## src/rtl/fifo_pkg.sv

```systemverilog
// Shared types and constants for the native-FIFO read adapter and its holding buffer.
package fifo_pkg;

   localparam int SKID_DEPTH = 2;

   typedef logic [1:0] occ_t;

   typedef enum logic [1:0] {
      BUF_EMPTY,
      BUF_ONE,
      BUF_TWO
   } buf_state_t;

   function automatic buf_state_t occ_to_state(input occ_t occ);
      case (occ)
         2'd0:    return BUF_EMPTY;
         2'd1:    return BUF_ONE;
         default: return BUF_TWO;
      endcase
   endfunction

endpackage

```

## src/rtl/fifo_rd_skid_buf.sv

```systemverilog
// Two-entry holding buffer that absorbs the FIFO's registered read latency.
// Push writes at the tail, pop advances the head; both pointers wrap modulo 2.
module fifo_rd_skid_buf
   import fifo_pkg::*;
#(
   parameter int DATA_WIDTH = 8
) (
   input  logic                  clk,
   input  logic                  rst,
   input  logic                  push,
   input  logic [DATA_WIDTH-1:0] push_data,
   input  logic                  pop,
   output occ_t                  occ,
   output logic [DATA_WIDTH-1:0] head_data
);

   logic head_q, head_d;
   logic tail_q, tail_d;
   occ_t occ_q, occ_d;
   logic [DATA_WIDTH-1:0] entries [SKID_DEPTH];

   always_comb begin
      head_d = pop  ? ~head_q : head_q;
      tail_d = push ? ~tail_q : tail_q;
      occ_d  = occ_q + occ_t'(push) - occ_t'(pop);
   end

   always_ff @(posedge clk) begin
      if (rst) begin
         head_q <= 1'b0;
         tail_q <= 1'b0;
         occ_q  <= '0;
      end else begin
         head_q <= head_d;
         tail_q <= tail_d;
         occ_q  <= occ_d;
      end
   end

   for (genvar gi = 0; gi < SKID_DEPTH; gi++) begin : g_entry
      logic [DATA_WIDTH-1:0] entry_q, entry_d;

      always_comb begin
         entry_d = (push && (tail_q == 1'(gi))) ? push_data : entry_q;
      end

      always_ff @(posedge clk) begin
         if (rst) begin
            entry_q <= '0;
         end else begin
            entry_q <= entry_d;
         end
      end

      assign entries[gi] = entry_q;
   end

   assign occ       = occ_q;
   assign head_data = entries[head_q];

endmodule

```

## src/rtl/sync_fifo_native_rd_adapter.sv

```systemverilog
// Turns the native FIFO read port (1-cycle registered read) into a valid/ready stream.
// Optional m_last packet marking is enabled with the FIFO_RD_LAST_EN macro.
module sync_fifo_native_rd_adapter
   import fifo_pkg::*;
#(
   parameter int DATA_WIDTH = 8,
   parameter int PKT_LEN    = 16
) (
   input  logic                  clk,
   input  logic                  rst,
   output logic                  fifo_rd_en,
   input  logic [DATA_WIDTH-1:0] fifo_rd_data,
   input  logic                  fifo_empty,
   output logic                  m_valid,
   input  logic                  m_ready,
   output logic [DATA_WIDTH-1:0] m_data
`ifdef FIFO_RD_LAST_EN
   ,
   output logic                  m_last
`endif
);

   logic                  infl_q, infl_d;
   occ_t                  occ;
   logic [DATA_WIDTH-1:0] head_data;
   buf_state_t            buf_state;
   logic                  pop;
   logic [2:0]            demand;

   // A read is only issued if the beat it returns is guaranteed a free slot.
   always_comb begin
      buf_state  = occ_to_state(occ);
      m_valid    = !rst && (buf_state != BUF_EMPTY);
      m_data     = rst ? '0 : head_data;
      pop        = m_valid && m_ready;
      demand     = 3'(occ) + 3'(infl_q) - 3'(pop);
      fifo_rd_en = !fifo_empty && !rst && (demand <= 3'd1);
      infl_d     = fifo_rd_en;
   end

   always_ff @(posedge clk) begin
      if (rst) begin
         infl_q <= 1'b0;
      end else begin
         infl_q <= infl_d;
      end
   end

   fifo_rd_skid_buf #(
      .DATA_WIDTH (DATA_WIDTH)
   ) u_skid (
      .clk       (clk),
      .rst       (rst),
      .push      (infl_q),
      .push_data (fifo_rd_data),
      .pop       (pop),
      .occ       (occ),
      .head_data (head_data)
   );

`ifdef FIFO_RD_LAST_EN
   localparam int CNT_W = $clog2(PKT_LEN);
   logic [CNT_W-1:0] cnt_q, cnt_d;

   always_comb begin
      cnt_d = cnt_q;
      if (pop) begin
         cnt_d = (cnt_q == CNT_W'(PKT_LEN - 1)) ? '0 : cnt_q + CNT_W'(1);
      end
      m_last = m_valid && (cnt_q == CNT_W'(PKT_LEN - 1));
   end

   always_ff @(posedge clk) begin
      if (rst) begin
         cnt_q <= '0;
      end else begin
         cnt_q <= cnt_d;
      end
   end
`endif

endmodule
```

## config.mk

```make
export PLATFORM = sky130hd
export DESIGN_NAME = sync_fifo_native_rd_adapter
export DESIGN_NICKNAME = d
export VERILOG_FILES = /design/src/rtl/fifo_pkg.sv /design/src/rtl/fifo_rd_skid_buf.sv /design/src/rtl/sync_fifo_native_rd_adapter.sv
export SDC_FILE = /design/constraint.sdc
export NUM_CORES = 1
export LEC_CHECK = 0
export ABC_AREA = 1
export ABC_CLOCK_PERIOD_IN_PS = 10500
export CAP_MARGIN = 0
export CORE_ASPECT_RATIO = 1.25
export CORE_MARGIN = 10
export CORE_UTILIZATION = 40
export DETAILED_ROUTE_END_ITERATION = 16
export PLACE_DENSITY = 0.72
export SLEW_MARGIN = 20
export SYNTH_ARGS = -nofsm -noshare
export SYNTH_HDL_FRONTEND = slang
export SYNTH_HIERARCHICAL = 1
export SYNTH_SLANG_ARGS = --single-unit
export TNS_END_PERCENT = 1
```

## constraint.sdc

```tcl
create_clock -name clk -period 10.5 [get_ports clk]
set_input_delay 3.15 -clock clk [delete_from_list [all_inputs] [get_ports clk]]
set_output_delay 3.15 -clock clk [all_outputs]
set_load 0.05 [all_outputs]
```

==> reports/metrics.yaml, run 1 <==
outcome: "finished clean"
skew_ps: 1.49
crit_chain: "clkdlybuf4s50_1 -> nor3_2 -> ha_1 -> inv_1 -> ha_1 -> inv_1 -> fa_1 -> nand2_1 -> nor2_1 -> clkdlybuf4s50_1"
route.detailed.drc: 0
power_uw: 272
grt_pass1_vias: 846
fin_util_pct: 52.6
wire_per_inst_um: 11.6
finalSetupViolations: 0
synth_most_common_cell: "nor2_1"
cp-end-kind: "output pin"
die_h_um: 77.2
post_cts_buffers: 0
hold_class: "reg -> reg"
power.leakage_nw: 0.556
row_count: 20
synth-seq-cells: 21
synth_area_leader_cell: "dfxtp_1"
start_util_pct: 42.3
wirelength_mm: 2.25
num_vias: 875
crit_buf_inv: 4
clock-sinks: 21
ios: 22
dieWidth_um: 65.8
ir_worst_vdd_v: 0.000121
synth_flop_cell: "dfxtp_1"
synthTopCellsByCount: "nor2_1, dfxtp_1, inv_1"
fin_crit_ps: 9360
netlist.area_leader.share_pct: 40.1
grt_setup_unrepaired: "no"
layout-drive-gt1-share_pct: 6.21
cap_violations: 0
syn2layout_area_growth_pct: 24.2
post_cts_resized: 0
clockRootBuffer: "clkbuf_4"
cts_buffer_depth: 2
intPower_uw: 159
io_buffers: 21
hpwl_mm: 1.71
p_seq_share_pct: 41.5
synth_edf_count: 0
path_max_fanout: 14
overflow: 0
nets: 179
arrival_ps: 6210
avgViaCountPerCell: 4.51
clkPwrFrac_pct: 13.9
antenna_found_initial: 0
switching_share_pct: 41.6
cts_made_buffers: 3
dr.pass1.iters: 4
coreArea_um2: 2480
place_congestion: 0.732
fmax_ghz: 0.107
slowest_delay_ps: 810
drtIter0Drc: 21
p_per_area_nw_per_um2: 209
postRouteAntennaNets: 0
period_share_pct: 89.1
cts_tree: "done"
synth.distinct_cells: 20
ctsHtreeMaxLevel: 1
final_area_um2: 1300
grt_max_degree: 19
yosysWarnings: 6
grtUsageTotal_pct: 9.05
place_area_um2: 1280
die-area_um2: 5080
slew_headroom_pct: 61.8
grt_pass1_wl_mm: 3.80
syn-num-nets: 156
worstMarginPinSlew_ps: 572
synthCells: 139
path_clk_slew_ps: 110
ys_seq_area_share_pct: 40.1
startpoint_type: "input pin"
tns_ps: 0
crit_required_ps: 7350
critPathKind: "in -> out"
postCtsHoldBufs: 0
synth-async-reset-ratio_pct: 0
synthesis.area_um2: 1050
p_switching_uw: 113
insertion_delay_ps: 290
p_comb_share_pct: 44.6
hold_viol_final: 0
synth_top_cells_by_area: "dfxtp_1, nor2_1, mux2_1"
report.final.slew_viol_count: 0
critical_path.top_delay_family: "buffers and inverters"
synth_area_per_cell_um2: 7.54
n_antenna_cell: 0
slowest_stage: "clkdlybuf4s50_1"
area by class of cell:
class                           instances  area, µm²
Multi-Input combinational cell         92        507
Sequential cell                        21        420
Tap cell                               33       41.3
Fill cell                             233       1170
Timing Repair Buffer                   21        210
Inverter                               23       97.6
Clock buffer                            4       26.3
flip-flops by register name (all words and copies together) (netlist names):
name,cells
u_skid/head_q,1
infl_q,1
u_skid/tail_q,1
u_skid/g_entry.entry_q,16
u_skid/occ,2
routing by layer:
metal  GRT usage (%)  vias up  part of all wire, %
li1                -      471                    -
met1            10.2      389                   43
met2            16.1       13                   52
met3            2.47        2                  4.7
met4            1.93        0                 0.53
met5               0        -                    0
kinds of logic after synthesis:
kind of cell    Yosys count  synth area share [%]
simple gates             60                  23.6
mux                       8                  8.59
compound gates           18                  8.59
fa+ha+maj                 5                  6.68
flops                    21                  40.1
xor+xnor                  1                 0.835
buf+inv                  26                  11.6
path summary, 6_finish.rpt:
| check | to | slack [ps] | from | cells after the start |
|---|---|---|---|---|
| min reg2reg | u_skid/g_entry[0].entry_q[5]$_SDFFE_PP0P_ | 490 | u_skid/g_entry[0].entry_q[5]$_SDFFE_PP0P_ | 2 |
| max | fifo_rd_en | 1140 | rst | 10 |
| max reg2reg | infl_q$_SDFF_PP0_ | 8500 | u_skid/occ[1]$_SDFF_PP0_ | 9 |
| min | u_skid/g_entry[0].entry_q[5]$_SDFFE_PP0P_ | 490 | u_skid/g_entry[0].entry_q[5]$_SDFFE_PP0P_ | 2 |
power by group through the flow:
| stage | clock network, mW | logic (mW) | registers (mW) |
|---|---|---|---|
| 5_1_grt | 0.0423 | 0.136 | 0.115 |
| 3_3_place_gp | 0 | 0.119 | 0.114 |
| 6_report | 0.0379 | 0.121 | 0.113 |
| 3_5_place_dp | 0 | 0.122 | 0.115 |
| 4_1_cts | 0.0395 | 0.123 | 0.113 |
| 2_1_floorplan | 0 | 0.0941 | 0.109 |
layout by cell type (no fill, tap or decap):
cell / count
a21oi_1: 2
clkbuf_1: 1
clkbuf_4: 3
clkdlybuf4s50_1: 21
clkinv_2: 1
clkinv_4: 2
dfxtp_1: 21
fa_1: 1
ha_1: 4
inv_1: 19
inv_2: 1
mux2_1: 8
nand2_1: 8
nand2_4: 2
nand3_1: 1
nor2_1: 48
nor3_2: 1
o21ai_0: 14
o21ai_1: 2
xnor2_1: 1
worst min-delay path, delay by kind of cell, from the launching register on:
kind | cells | cell delay, ps
AND/OR/NAND/NOR | 2 | 120
flip-flops | 1 | 340
metrics by stage:
stage          cells  hold slack [ps]  setup WS, ps
3_5_place_dp     190              475          1110
3_3_place_gp     190              456          1180
5_1_grt          194              518           951
6_report         194              492          1140
4_1_cts          194              500          1110
2_1_floorplan    139              446          2160
No activity file was read; power rests on OpenSTA's default activity.
==> inputs of run 2 (changes only) <==
SLEW_MARGIN = unset   (was 20)
==> results of run 2 <==
Same layout as run 1: the final DEF is identical, and so are final timing and power.
==> inputs of run 3 (changes only) <==
CELL_PAD_IN_SITES_DETAIL_PLACEMENT = 0   (was unset)
CELL_PAD_IN_SITES_GLOBAL_PLACEMENT = 1   (was unset)
CORE_UTILIZATION = 38   (was 40)
PLACE_DENSITY = 0.89   (was 0.72)
==> reports/metrics.yaml, run 3 (synthesis results as in run 1) <==
outcome: "finished clean"
reg2reg_from: "u_skid/occ[1]$_SDFF_PP0_"
hpwl_mm: 1.70
power.leakage_nw: 0.556
post_cts_buffers: 0
hold_class: "reg -> reg"
wire_per_inst_um: 12.0
slowest_delay_ps: 810
grt_pass1_vias: 925
avgViaCountPerCell: 4.67
layout-drive-gt1-share_pct: 6.21
critPathKind: "in -> out"
holdPathStages: 2
p_switching_uw: 114
insertion_delay_ps: 290
worstMarginPinSlew_ps: 572
final_area_um2: 1300
place_area_um2: 1280
hold_viol_final: 0
n_antenna_cell: 0
startpoint_type: "input pin"
cp-end-kind: "output pin"
crit_required_ps: 7350
path_max_fanout: 14
final_common_cell: "nor2_1"
cts_buffer_depth: 2
mostFrequentLayoutCells: "nor2_1, dfxtp_1, clkdlybuf4s50_1, inv_1, o21ai_0"
overflow: 0
cts_tree: "done"
grt_max_degree: 19
coreArea_um2: 2650
r2r_end: "infl_q$_SDFF_PP0_"
dr.pass1.iters: 4
drtIter0Drc: 29
slew_headroom_pct: 61.8
num_vias: 910
row_count: 21
clockRootBuffer: "clkbuf_4"
nets: 179
period_share_pct: 89.4
ctsHtreeMaxLevel: 1
fmax_ghz: 0.107
slowest_stage: "clkdlybuf4s50_1"
postRouteAntennaNets: 0
report.final.slew_viol_count: 0
skew_ps: 1.95
antenna_found_initial: 0
die_h_um: 78.7
tns_ps: 0
reg2regPathDepth: 11
switching_share_pct: 41.8
top_register: "u_skid/g_entry.entry_q"
min_from: "u_skid/g_entry[0].entry_q[6]$_SDFFE_PP0P_"
dieWidth_um: 67.0
clock-sinks: 21
post_cts_resized: 0
die-area_um2: 5270
grtUsageTotal_pct: 9.89
grt_pass1_wl_mm: 4.12
p_seq_share_pct: 41.2
p_comb_share_pct: 45.0
crit_chain: "clkdlybuf4s50_1 -> nor3_2 -> ha_1 -> inv_1 -> ha_1 -> inv_1 -> fa_1 -> nand2_1 -> nor2_1 -> clkdlybuf4s50_1"
grt_setup_unrepaired: "no"
clkPwrFrac_pct: 13.8
syn2layout_area_growth_pct: 24.3
arrival_ps: 6230
min_to: "u_skid/g_entry[0].entry_q[6]$_SDFFE_PP0P_"
finalSetupViolations: 0
largest_reg_flops: 16
p_per_area_nw_per_um2: 210
cap_violations: 0
intPower_uw: 159
start_util_pct: 39.5
rrSetupSlack_ps: 8450
io_buffers: 21
wirelength_mm: 2.34
ios: 22
route.detailed.drc: 0
cts_made_buffers: 3
postCtsHoldBufs: 0
path_clk_slew_ps: 110
place_congestion: 0.715
fin_crit_ps: 9380
ir_worst_vdd_v: 0.0000963
run 3: cell counts in the layout (fill, tap and decap cells not counted):
No cell type changed its count.
run 3: stage by stage:
step / hold slack (ps) / utilization, % / worst slack (ps) / std cells / power, mW
6_report: 489 / 49.1 / 1120 / 195 / 0.274
5_1_grt: 514 / 49.1 / 870 / 195 / 0.300
4_1_cts: 495 / 49.1 / 1070 / 195 / 0.277
3_5_place_dp: 470 / 48.1 / 1080 / 191 / 0.239
3_3_place_gp: 457 / 48.1 / 1140 / 191 / 0.233
2_1_floorplan: 446 / - / 2160 / 139 / 0.203
run 3: layout make-up:
cell class                 instances  area, µm²
clock buffer                       4       26.3
sequential                        21        420
timing repair buffer              21        210
tap                               34       42.5
inverter                          23       97.6
fill                             271       1350
multi-input combinational         92        507
run 3: critical path: cells and delay by family:
family / cells / cell delay (ps)
buffers and inverters: 4 / 1610
adder cells (fa/ha/maj): 3 / 900
AND/OR/NAND/NOR: 3 / 570
run 3: power by group through the flow:
stage | sequential, mW | combinational, mW | clock, mW
after global routing | 0.116 | 0.141 | 0.0432
after floorplan | 0.109 | 0.0941 | 0
final | 0.113 | 0.123 | 0.0378
after CTS | 0.113 | 0.125 | 0.0392
after detailed placement | 0.115 | 0.124 | 0
after global placement | 0.114 | 0.120 | 0
run 3: worst max-delay path by stage:
stage	from	slack, ps	cells after the start	endpoint
2_1_floorplan	rst	2160	9	fifo_rd_en
3_3_place_gp	rst	1140	10	fifo_rd_en
3_5_place_dp	rst	1080	10	fifo_rd_en
4_1_cts	rst	1070	10	fifo_rd_en
5_1_grt	rst	870	10	fifo_rd_en
6_report	rst	1120	10	fifo_rd_en
run 3: routing by layer:
| layer | vias to the layer above | GRT usage, % | wire [µm] |
|---|---|---|---|
| met5 | - | 0 | 0 |
| met1 | 419 | 9.64 | 925 |
| met2 | 16 | 18.3 | 1250 |
| met4 | 0 | 4.73 | 40 |
| met3 | 4 | 2.81 | 125 |
| li1 | 471 | - | - |
